File: config.mk
export PLATFORM = sky130hd
export DESIGN_NAME = multicycle_control_unit
export DESIGN_NICKNAME = d
export VERILOG_FILES = /design/src/rtl/multicycle_control_unit.sv
export SDC_FILE = /design/constraint.sdc
export NUM_CORES = 1
export LEC_CHECK = 0
export BUFFER_PORTS_ARGS = -buffer_cell sky130_fd_sc_hd__buf_2
export CAP_MARGIN = 5
export CORE_MARGIN = 2
export CORE_UTILIZATION = 45
export CTS_BUF_LIST = sky130_fd_sc_hd__clkbuf_4 sky130_fd_sc_hd__clkbuf_8
export CTS_CLUSTER_DIAMETER = 30
export CTS_CLUSTER_SIZE = 40
export DETAILED_ROUTE_END_ITERATION = 10
export HOLD_SLACK_MARGIN = 0.08
export PLACE_DENSITY = 0.78
export SLEW_MARGIN = 20
export SYNTH_ARGS = -nofsm -noshare
export SYNTH_HDL_FRONTEND = slang
export SYNTH_SLANG_ARGS = --single-unit
File: constraint.sdc
create_clock -name clk -period 4.2 [get_ports clk]
set_input_delay 0.42 -clock clk [delete_from_list [all_inputs] [get_ports clk]]
set_output_delay 0.42 -clock clk [all_outputs]
set_load 0.02 [all_outputs]
File: src/rtl/multicycle_control_unit.sv
// Moore sequencing controller for the multi-cycle RISC-V datapath.
// Walks each instruction through fetch/decode/execute/memory/write-back.
module multicycle_control_unit (
    input  logic       clk,
    input  logic       reset,
    input  logic [6:0] op_i,
    input  logic       mem_ready_i,
    output logic       pc_write_o,
    output logic       ir_write_o,
    output logic       branch_o,
    output logic       adr_src_o,
    output logic       mem_read_o,
    output logic       mem_write_o,
    output logic       reg_write_o,
    output logic [1:0] alu_src_a_o,
    output logic [1:0] alu_src_b_o,
    output logic [1:0] alu_op_o,
    output logic [1:0] result_src_o,
    output logic       retire_o,
    output logic       illegal_o,
    output logic [3:0] state_o
);

    localparam logic [3:0] S_FETCH     = 4'd0;
    localparam logic [3:0] S_DECODE    = 4'd1;
    localparam logic [3:0] S_MEM_ADDR  = 4'd2;
    localparam logic [3:0] S_MEM_READ  = 4'd3;
    localparam logic [3:0] S_MEM_WB    = 4'd4;
    localparam logic [3:0] S_MEM_WRITE = 4'd5;
    localparam logic [3:0] S_EXEC_R    = 4'd6;
    localparam logic [3:0] S_EXEC_I    = 4'd7;
    localparam logic [3:0] S_ALU_WB    = 4'd8;
    localparam logic [3:0] S_BRANCH    = 4'd9;
    localparam logic [3:0] S_JAL       = 4'd10;
    localparam logic [3:0] S_JALR      = 4'd11;
    localparam logic [3:0] S_LUI       = 4'd12;
    localparam logic [3:0] S_TRAP      = 4'd13;

    localparam logic [6:0] OP_LW   = 7'h03;
    localparam logic [6:0] OP_I    = 7'h13;
    localparam logic [6:0] OP_SW   = 7'h23;
    localparam logic [6:0] OP_R    = 7'h33;
    localparam logic [6:0] OP_LUI  = 7'h37;
    localparam logic [6:0] OP_BR   = 7'h63;
    localparam logic [6:0] OP_JALR = 7'h67;
    localparam logic [6:0] OP_JAL  = 7'h6F;

    logic [3:0] state_q, state_d;
    logic       pc_wr, ir_wr, retire;

    always_ff @(posedge clk or negedge reset) begin
        if (!reset) state_q <= S_FETCH;
        else        state_q <= state_d;
    end

    always_comb begin
        state_d      = state_q;
        pc_wr        = 1'b0;
        ir_wr        = 1'b0;
        retire       = 1'b0;
        branch_o     = 1'b0;
        adr_src_o    = 1'b0;
        mem_read_o   = 1'b0;
        mem_write_o  = 1'b0;
        reg_write_o  = 1'b0;
        alu_src_a_o  = 2'd0;
        alu_src_b_o  = 2'd0;
        alu_op_o     = 2'd0;
        result_src_o = 2'd0;
        illegal_o    = 1'b0;
        case (state_q)
            S_FETCH: begin
                mem_read_o   = 1'b1;
                alu_src_b_o  = 2'd2;
                result_src_o = 2'd2;
                pc_wr        = mem_ready_i;
                ir_wr        = mem_ready_i;
                if (mem_ready_i) state_d = S_DECODE;
            end
            S_DECODE: begin
                alu_src_a_o = 2'd1;
                alu_src_b_o = 2'd1;
                case (op_i)
                    OP_LW, OP_SW: state_d = S_MEM_ADDR;
                    OP_R:         state_d = S_EXEC_R;
                    OP_I:         state_d = S_EXEC_I;
                    OP_BR:        state_d = S_BRANCH;
                    OP_JAL:       state_d = S_JAL;
                    OP_JALR:      state_d = S_JALR;
                    OP_LUI:       state_d = S_LUI;
                    default:      state_d = S_TRAP;
                endcase
            end
            S_MEM_ADDR: begin
                alu_src_a_o = 2'd2;
                alu_src_b_o = 2'd1;
                state_d = (op_i == OP_LW) ? S_MEM_READ : S_MEM_WRITE;
            end
            S_MEM_READ: begin
                mem_read_o = 1'b1;
                adr_src_o  = 1'b1;
                if (mem_ready_i) state_d = S_MEM_WB;
            end
            S_MEM_WB: begin
                result_src_o = 2'd1;
                reg_write_o  = 1'b1;
                retire       = 1'b1;
                state_d      = S_FETCH;
            end
            S_MEM_WRITE: begin
                mem_write_o = 1'b1;
                adr_src_o   = 1'b1;
                retire      = mem_ready_i;
                if (mem_ready_i) state_d = S_FETCH;
            end
            S_EXEC_R: begin
                alu_src_a_o = 2'd2;
                alu_op_o    = 2'd2;
                state_d     = S_ALU_WB;
            end
            S_EXEC_I: begin
                alu_src_a_o = 2'd2;
                alu_src_b_o = 2'd1;
                alu_op_o    = 2'd2;
                state_d     = S_ALU_WB;
            end
            S_ALU_WB: begin
                reg_write_o = 1'b1;
                retire      = 1'b1;
                state_d     = S_FETCH;
            end
            S_BRANCH: begin
                alu_src_a_o = 2'd2;
                alu_op_o    = 2'd1;
                branch_o    = 1'b1;
                retire      = 1'b1;
                state_d     = S_FETCH;
            end
            S_JAL: begin
                // PC takes the target held in ALUOut while ALU forms oldPC+4
                pc_wr       = 1'b1;
                alu_src_a_o = 2'd1;
                alu_src_b_o = 2'd2;
                state_d     = S_ALU_WB;
            end
            S_JALR: begin
                alu_src_a_o = 2'd2;
                alu_src_b_o = 2'd1;
                state_d     = S_JAL;
            end
            S_LUI: begin
                alu_src_a_o = 2'd3;
                alu_src_b_o = 2'd1;
                state_d     = S_ALU_WB;
            end
            S_TRAP: begin
                illegal_o = 1'b1;
                state_d   = S_TRAP;
            end
            default: state_d = S_TRAP;
        endcase
    end

    // reset is async, so the write/retire strobes are masked combinationally
    assign pc_write_o = pc_wr & reset;
    assign ir_write_o = ir_wr & reset;
    assign retire_o   = retire & reset;
    assign state_o    = state_q;

endmodule

==> results of run 1 <==
-- area by class of cell --
| type | count | area [um2] | share of cell area |
|---|---|---|---|
| Tap cell | 15 | 18.8 | 0.0249 |
| Inverter | 4 | 15.0 | 0.0199 |
| Multi-Input combinational cell | 74 | 437 | 0.580 |
| Timing Repair Buffer | 31 | 160 | 0.213 |
| Clock buffer | 3 | 22.5 | 0.0299 |
| Sequential cell | 4 | 100 | 0.133 |
-- power groups by stage --
stage	Sequential, mW	Combinational (mW)	Clock (mW)
2_1_floorplan	0.0808	0.325	0
3_3_place_gp	0.105	0.355	0
3_5_place_dp	0.106	0.360	0
4_1_cts	0.105	0.362	0.0497
5_1_grt	0.114	0.390	0.0551
6_report	0.107	0.361	0.0470
-- cells by family after synthesis --
group / after synthesis / share of synthesized area
and+or+nand+nor: 45 / 0.363
AOI/OAI and AO/OA: 27 / 0.284
buffers and inverters: 13 / 0.172
DFF: 4 / 0.154
xor gates and xnor gates: 2 / 0.0270
-- layer usage --
layer  up-vias  track usage  part of all wire
met4         0       0.0645            0.0048
met3         2       0.0609             0.073
met2        34        0.316              0.50
met1       352        0.249              0.42
met5         -            0                 0
li1        385            -                 -
-- final timing paths --
kind	cells after the start	slack, ns	from	endpoint
max	4	2.08	state_o[3]	ir_write_o
min	2	0.54	reset	state_o[3]
max in group asynchronous	2	3.53	reset	state_o[0]
min reg2reg	1	0.72	state_o[2]	state_o[1]
min in group clk	4	0.61	mem_ready_i	state_o[1]
max reg2reg	4	2.52	state_o[2]	state_o[2]
-- metrics by stage --
step | cells | hold WS, ns | power (mW)
2_1_floorplan | 91 | 0.124 | 0.406
3_3_place_gp | 127 | 0.248 | 0.460
3_5_place_dp | 127 | 0.246 | 0.466
4_1_cts | 131 | 0.530 | 0.517
5_1_grt | 131 | 0.557 | 0.560
6_report | 131 | 0.536 | 0.515
-- cells in the final DEF, fill, tap and decap left out, types with 2 or more instances in the layout --
master,instances
nand3_1,3
a211oi_1,2
nor3_1,5
nor2_1,12
o32ai_1,3
dfrtp_1,4
buf_2,30
nand2b_1,6
and3_1,3
inv_1,3
nor4_1,3
o21ai_0,5
nand2_1,7
clkbuf_4,3
a21oi_1,9
-- worst max-delay path, cell delays in order, from the launching register on --
cell,delay [ns]
dfrtp_1,0.52
or2_1,0.40
nor3_2,0.21
and3_1,0.18
buf_2,0.15
==> results.ini, run 1 <==
[run_status]
status=finished, final reports clean

[clocking]
cts.reportedPaths.clkPinSlew_ns=0.04
numCtsBuffers=3
clk_latency_ns=0.23
cts_root_buf=clkbuf_4
clockBufferDepth=2
postCtsSetupBuffers=0
cts_tree=built
cts_hold_buf=1
htreeDepth=1
cts_sinks=4
cts_resized=0

[sta]
finClkSkew_ns=0.00135
final_hold_viol_count=0
fmax_ghz=0.472
setup_viol_count_final=0
timing.final.crit_period_ns=2.12
tns_ns=0
tightest_slew_ns=0.604
timing.final.ws_setup_ns=2.08
drv_slew=0
maxSlewHeadroom=0.597
finalCritPeriodShare=0.504
rsz0062_at_grt=no

[power]
p_int_mw=0.212
netSwitchingFraction=0.588
switchingPower_mw=0.303
powerDensity_mw_per_mm2=684
p_leak_nw=0.380
irDropWorstVdd_v=0.000346
combPwrFrac=0.700
pwr-share-seq=0.209
pwr-share-clk=0.091

[placement]
hpwl_um=1290
portBuffers=30
finalWeightedCongestion=0.842
placed_cell_area_um2=721
pre_cts_slack_ns=2.34

[grt]
antenna_found_initial=0
grt_usage=0.197
grt_pass1_wl_um=2730
grt_pass1_vias=640
grt_start_max_net_pins=22
gr-total-overflow=0

[yosys]
postSynthCellCount=91
synthDistinctLibCells=34
syn_area_per_cell_um2=7.12
synth-seq-cells=4
ys.flop_type=dfrtp_1
ys_seq_area_frac=0.154
syn_nets=101
yosys.area.top_type=dfrtp_1
synth_top_cells_by_count=nor2_1 (12), a21oi_1 (9), nand2_1 (7), nand2b_1 (6)
synth-async-reset-ratio=1.00
synth_top_area_frac=0.154
synth-edff-count=0
syn_area_um2=648
synthTopCellsByArea=dfrtp_1 (15%), clkbuf_8 (8.5%), a21oi_1 (6.9%)
yosysMostFrequentCell=nor2_1
ys_warn_count=0

[die]
fp.dieW_um=42.0
dieArea_mm2=0.00176
num_rows=13
initial_utilization=0.492
coreArea_mm2=0.00132
io_pins=31
die_h_um=42.0

[drt]
drtIter0Drc=20
num_vias=773
dr.pass1.iters=4
drc=0
wl_um=1660
wire_per_inst_um=12.6
antenna_left=0
via_per_inst=5.90

[cells_and_area]
largest_reg_flops=4
antennaDiodeCount=0
fin_nets=128
final_core_util=0.572
drive_gt1_frac=0.336
fin_area_um2=753
syn_to_final_growth_pct=16.2
final.fill_count=136

[setup_path]
required_ns=3.78
cp-start-kind=flip-flop
end_kind=output pin
cp_max_fo=14
worstPathArrival_ns=1.70
crit_type=flip-flop to output pin

[run]
cap_violations=0

[min_path]
min_path_type=input pin to async pin

Power figures use the tool's default switching activity.
==> run 2, diff against run 1 <==
- ABC_AREA: unset -> 1
- CORE_UTILIZATION: 45 -> 40
- PLACE_DENSITY: 0.78 -> 0.77
- clock period: 4.2 -> 1.8 ns (I/O delays scaled with it)
==> run 2 against run 1 <==
  * Register-to-register slack got worse by 2.1 ns
  * Sequential share of layout area rose by 0.21 points
  * Final area fell by 0.33%
  * Sequential power fell by 16%
==> results.ini, run 2 <==
[grt]
grt_pass1_vias=577  ; -9.8%
grt_pass1_wl_um=2090  ; -23%
gr-total-overflow=0  ; unchanged
antenna_found_initial=0  ; unchanged
grt_start_max_net_pins=7  ; -68%
grt_usage=0.181  ; -0.0162

[setup_path]
cp-start-kind=flip-flop
crit_end=alu_src_b_o[0]
r2r_cells=7  ; +3
slowest_stage=dfrtp_1
worstPathArrival_ns=1.53  ; -0.17 ns
end_kind=output pin
regToRegSetupSlack_ns=0.44  ; -2.08 ns
cp_num_buf_inv=1  ; unchanged
critPathLaunch=state_o[0]
crit_family=simple AND/OR/NAND/NOR gates
worstPathCellList=nand2_2 > nor2_2 > a21oi_2 > or3b_1 > buf_4
cpPeakStageDelay_ns=0.44  ; -0.08 ns
r2r_end=state_o[2]
cp_max_fo=6  ; -8
cp_num_cells=5  ; +1
rr_startpoint=state_o[0]
required_ns=1.62  ; -2.16 ns
crit_type=flip-flop to output pin

[cells_and_area]
mostFrequentLayoutCells=nand2_1 (29), buf_2 (29), nor2_1 (18)
largest_reg_flops=4  ; unchanged
drive_gt1_frac=0.338  ; +0.00203
final.fill_count=133  ; -2.2%
syn_to_final_growth_pct=37.0
final_core_util=0.584  ; +0.0125
antennaDiodeCount=0  ; unchanged
fin_nets=148  ; +16%
fin_area_um2=751  ; -0.33%

[yosys]
synth-edff-count=0  ; unchanged
postSynthCellCount=103  ; +13%
yosys.area.top_type=nand2_1
syn_area_um2=548  ; -15%
syn_nets=113  ; +12%
synth_top_area_frac=0.205  ; +0.0510
synth_top_cells_by_count=nand2_1 (30), nor2_1 (19), inv_1 (14), a21oi_1 (12), nand3_1 (5)
syn_area_per_cell_um2=5.32  ; -25%
synthTopCellsByArea=nand2_1 (21%), dfrtp_1 (18%), nor2_1 (13%)
ys_warn_count=0  ; unchanged
synth-async-reset-ratio=1.00  ; unchanged
ys_seq_area_frac=0.183  ; +0.0282
synth-seq-cells=4  ; unchanged
synthDistinctLibCells=19  ; -44%
ys.flop_type=dfrtp_1
yosysMostFrequentCell=nand2_1

[placement]
pre_cts_slack_ns=0.307  ; -2.03 ns
hpwl_um=1190  ; -8.0%
portBuffers=30  ; unchanged
finalWeightedCongestion=0.858  ; +1.8%
placed_cell_area_um2=709  ; -1.6%

[die]
dieArea_mm2=0.00168  ; -4.4%
fp.dieW_um=41.0  ; -2.2%
io_pins=31  ; unchanged
initial_utilization=0.426  ; -0.0654
coreArea_mm2=0.00128  ; -2.5%
num_rows=13  ; unchanged
die_h_um=41.0  ; -2.2%

[sta]
tightest_slew_ns=0.301  ; -0.303 ns
timing.final.crit_period_ns=1.71
setup_viol_count_final=0  ; unchanged
finalCritPeriodShare=0.949
finClkSkew_ns=0.00431  ; +0.00295 ns
rsz0062_at_grt=no
timing.final.ws_setup_ns=0.0918  ; -1.99 ns
maxSlewHeadroom=0.799  ; +0.201
fmax_ghz=0.585
final_hold_viol_count=0  ; unchanged
drv_slew=0  ; unchanged
tns_ns=0  ; unchanged

[power]
irDropWorstVdd_v=0.000235  ; -32%
powerDensity_mw_per_mm2=313  ; -54%
power_mw=0.235  ; -54%
p_leak_nw=0.446  ; +17%

[min_path]
min_path_type=input pin to async pin

[drt]
wl_um=1380  ; -17%
drtIter0Drc=5  ; -75%
wire_per_inst_um=9.11  ; -28%
antenna_left=0  ; unchanged
via_per_inst=4.81  ; -19%
drc=0  ; unchanged
dr.pass1.iters=4  ; unchanged
num_vias=726  ; -6.1%

[clocking]
clockBufferDepth=2  ; unchanged
htreeDepth=1  ; unchanged
cts_tree=built
cts_sinks=4  ; unchanged
postCtsSetupBuffers=0  ; unchanged
cts_root_buf=clkbuf_4
numCtsBuffers=3  ; unchanged
clk_latency_ns=0.24  ; about the same
cts.reportedPaths.clkPinSlew_ns=0.04  ; about the same

[run_status]
status=finished, final reports clean

[run]
cap_violations=0  ; unchanged

[run 2: cell types whose count changed after synthesis, sizes merged, moves of 2 or more]
| cell | before | now |
|---|---|---|
| nand3 | 3 | 6 |
| o21ai | 5 | 3 |
| clkbuf | 5 | 0 |
| and3 | 3 | 0 |
| nor3 | 6 | 1 |
| nor4 | 3 | 0 |
| nor2 | 12 | 22 |
| inv | 4 | 17 |
| a21oi | 9 | 13 |
| nand2 | 7 | 32 |
| nand2b | 6 | 0 |
| buf | 4 | 1 |
| o32ai | 3 | 0 |
[run 2: cell type report]
class / count / area, um2 / share of cell area
timing repair buffer: 31 / 163 / 0.217
sequential: 4 / 101 / 0.135
clock buffer: 3 / 22.5 / 0.0300
multi-input combinational: 81 / 382 / 0.508
tap: 15 / 18.8 / 0.0250
inverter: 17 / 63.8 / 0.0850
[run 2: cell families after synthesis]
group / share of synthesized area
buffers and inverters: 0.130
DFF: 0.183
AOI/OAI and AO/OA: 0.196
and+or+nand+nor: 0.491
[run 2: what timing repair did]
item | CTS | global route
hold buffers | 1 | 0
hold endpoints to repair | 4 | 0
gates resized for setup | 0 | 4
endpoints found under the setup margin | 0 | 1
[run 2: metrics by stage]
stage | instances | hold WS, ns
after floorplan | 103 | -0.116
after global placement | 147 | -0.00533
after detailed placement | 147 | -0.00522
after CTS | 151 | 0.282
after global routing | 151 | 0.319
final | 151 | 0.280
[run 2: worst min-delay path by stage]
stage	startpoint	end	slack, ns	cells past startpoint
6_report	reset	state_o[3]	0.28	2
3_3_place_gp	reset	state_o[2]	-0.005	1
2_1_floorplan	reset	state_o[0]	-0.12	0
5_1_grt	reset	state_o[3]	0.32	2
3_5_place_dp	reset	state_o[2]	-0.005	1
4_1_cts	reset	state_o[3]	0.28	2
[run 2: routing by layer]
layer / routed length (um) / GRT usage
met1: 585 / 0.189
met2: 696 / 0.379
met3: 73 / 0
met4: 19 / 0.0500
met5: 0 / 0
[run 2: report_power, final]
part,internal (mW),switching [mW],total [mW]
registers,0.0904,0,0.0904
clock network,0.0746,0.0369,0.111
logic,0.0134,0.0194,0.0328
==> run 3, diff against run 2 <==
- CORE_AREA: unset -> 2 2 39 41
- CORE_MARGIN: 2 -> unset
- CORE_UTILIZATION: 40 -> unset
- DIE_AREA: unset -> 0 0 41 43
- PLACE_DENSITY: 0.77 -> 0.75
- clock period: 1.8 -> 2.1 ns (I/O delays scaled with it)
==> run 3 against run 2 <==
  * Final area shrank 1.0%
  * Global-route usage shrank 1.9 points
  * Sequential power shrank 14%
  * Via count shrank 0.28%
  * Combinational power shrank 14%
  * Clock power shrank 17%
  * Flip-flop and latch count is the same
  * Utilization shrank 4.7 points
  * Largest cell class unchanged
==> results.ini, run 3 (synthesis results as in run 2) <==
[run_status]
status=finished, final reports clean

[die]
die_h_um=43  ; +4.8%
coreArea_mm2=0.00138  ; +7.7%
fp.dieW_um=41  ; about the same
io_pins=31  ; unchanged
initial_utilization=0.396  ; -0.0305
num_rows=14  ; +1
dieArea_mm2=0.00176  ; +4.8%

[placement]
hpwl_um=1160  ; -2.5%
finalWeightedCongestion=0.804  ; -6.3%
portBuffers=30  ; unchanged

[grt]
grt_pass1_vias=584  ; +1.2%
grt_start_max_net_pins=7  ; unchanged
antenna_found_initial=0  ; unchanged
gr-total-overflow=0  ; unchanged
grt_usage=0.162  ; -0.0192
grt_pass1_wl_um=2030  ; -3.0%

[setup_path]
end_kind=output pin
cp-start-kind=flip-flop
crit_type=flip-flop to output pin
required_ns=1.89  ; +0.27 ns
regToRegSetupSlack_ns=0.73  ; +0.29 ns
cp_max_fo=6  ; unchanged
worstPathArrival_ns=1.58  ; +0.05 ns

[sta]
tightest_slew_ns=0.300  ; -0.000712 ns
maxSlewHeadroom=0.799  ; about the same
setup_viol_count_final=0  ; unchanged
final_hold_viol_count=0  ; unchanged
finalCritPeriodShare=0.853
finClkSkew_ns=0.00135  ; -0.00295 ns
tns_ns=0  ; unchanged
timing.final.crit_period_ns=1.79
fmax_ghz=0.558
drv_slew=0  ; unchanged
hold_ws_ns=0.333  ; +0.0527 ns
rsz0062_at_grt=no

[cells_and_area]
fin_nets=148  ; unchanged
mostFrequentLayoutCells=nand2_1 (30), buf_2 (30), nor2_1 (19)
largest_reg_flops=4  ; unchanged
final.fill_count=157  ; +18%
regArea_um2=100  ; -1.2%
multiInputGateArea_um2=377  ; -1.3%
antennaDiodeCount=0  ; unchanged
drive_gt1_frac=0.316  ; -0.0221
syn_to_final_growth_pct=35.6

[drt]
wire_per_inst_um=8.89  ; -2.3%
wl_um=1350  ; -1.7%
num_vias=724  ; -0.28%
drtIter0Drc=10  ; +5
drc=0  ; unchanged
dr.pass1.iters=4  ; unchanged
via_per_inst=4.76  ; -0.93%
antenna_left=0  ; unchanged

[clocking]
cts_root_buf=clkbuf_4
cts.reportedPaths.clkPinSlew_ns=0.03  ; about the same
htreeDepth=1  ; unchanged
postCtsSetupBuffers=0  ; unchanged
cts_sinks=4  ; unchanged
clockBufferDepth=2  ; unchanged
cts_tree=built
numCtsBuffers=3  ; unchanged
clk_latency_ns=0.23  ; about the same
cts_resized=0  ; unchanged

[power]
powerDensity_mw_per_mm2=266  ; -15%
irDropWorstVdd_v=0.000197  ; -16%
power_mw=0.197  ; -16%
p_leak_nw=0.448  ; +0.54%

[run]
cap_violations=0  ; unchanged

[min_path]
min_path_type=input pin to async pin

run 3: cell counts in the layout (fill, tap and decap cells not counted):
No cell type changed its count.
run 3: repair_timing:
item | CTS | global route
setup endpoints to repair | 0 | 0
hold buffers | 1 | 0
hold endpoints to repair | 4 | 0
run 3: per-stage QoR:
step / instances / setup WS, ns / util / instance area (um2)
after global placement: 148 / 0.612 / 0.514 / 711
after floorplan: 103 / 0.357 / - / 548
after detailed placement: 148 / 0.575 / 0.514 / 711
after CTS: 152 / 0.324 / 0.537 / 743
after global routing: 152 / 0.249 / 0.537 / 743
final: 152 / 0.309 / 0.537 / 743
run 3: path summary, 6_finish.rpt:
kind	start	endpoint	cells after the start
setup / recovery	state_o[1]	alu_src_b_o[0]	6
hold / removal	reset	state_o[1]	2
setup reg to reg	state_o[3]	state_o[2]	7
hold reg to reg	state_o[1]	state_o[3]	2
max in group asynchronous	reset	state_o[2]	2
min in group clk	op_i[6]	state_o[1]	4
run 3: final cells by class:
| class | instances | area share |
|---|---|---|
| repair buffers | 31 | 0.215 |
| clock buffers | 3 | 0.0303 |
| multi-input cells | 81 | 0.507 |
| flip-flops and latches | 4 | 0.135 |
| inverters | 17 | 0.0859 |
| well taps | 16 | 0.0269 |
run 3: per-layer routing:
metal	global-route usage	part of all wire
met4	0.0400	0.012
met1	0.177	0.42
met2	0.313	0.51
met5	0	0
met3	0	0.056
run 3: worst max-delay path, cell delays in order, from the launching register on:
cell	delay, ns
dfrtp_1	0.44
inv_2	0.09
nand2_2	0.11
nor2_2	0.09
a21oi_2	0.12
or3b_1	0.35
buf_2	0.16
run 3: report_power, final:
part	internal (mW)	total (mW)	switching, mW
clock network	0.0637	0.0917	0.0280
logic	0.0115	0.0281	0.0166
registers	0.0776	0.0776	0
total	0.153	0.197	0.0446
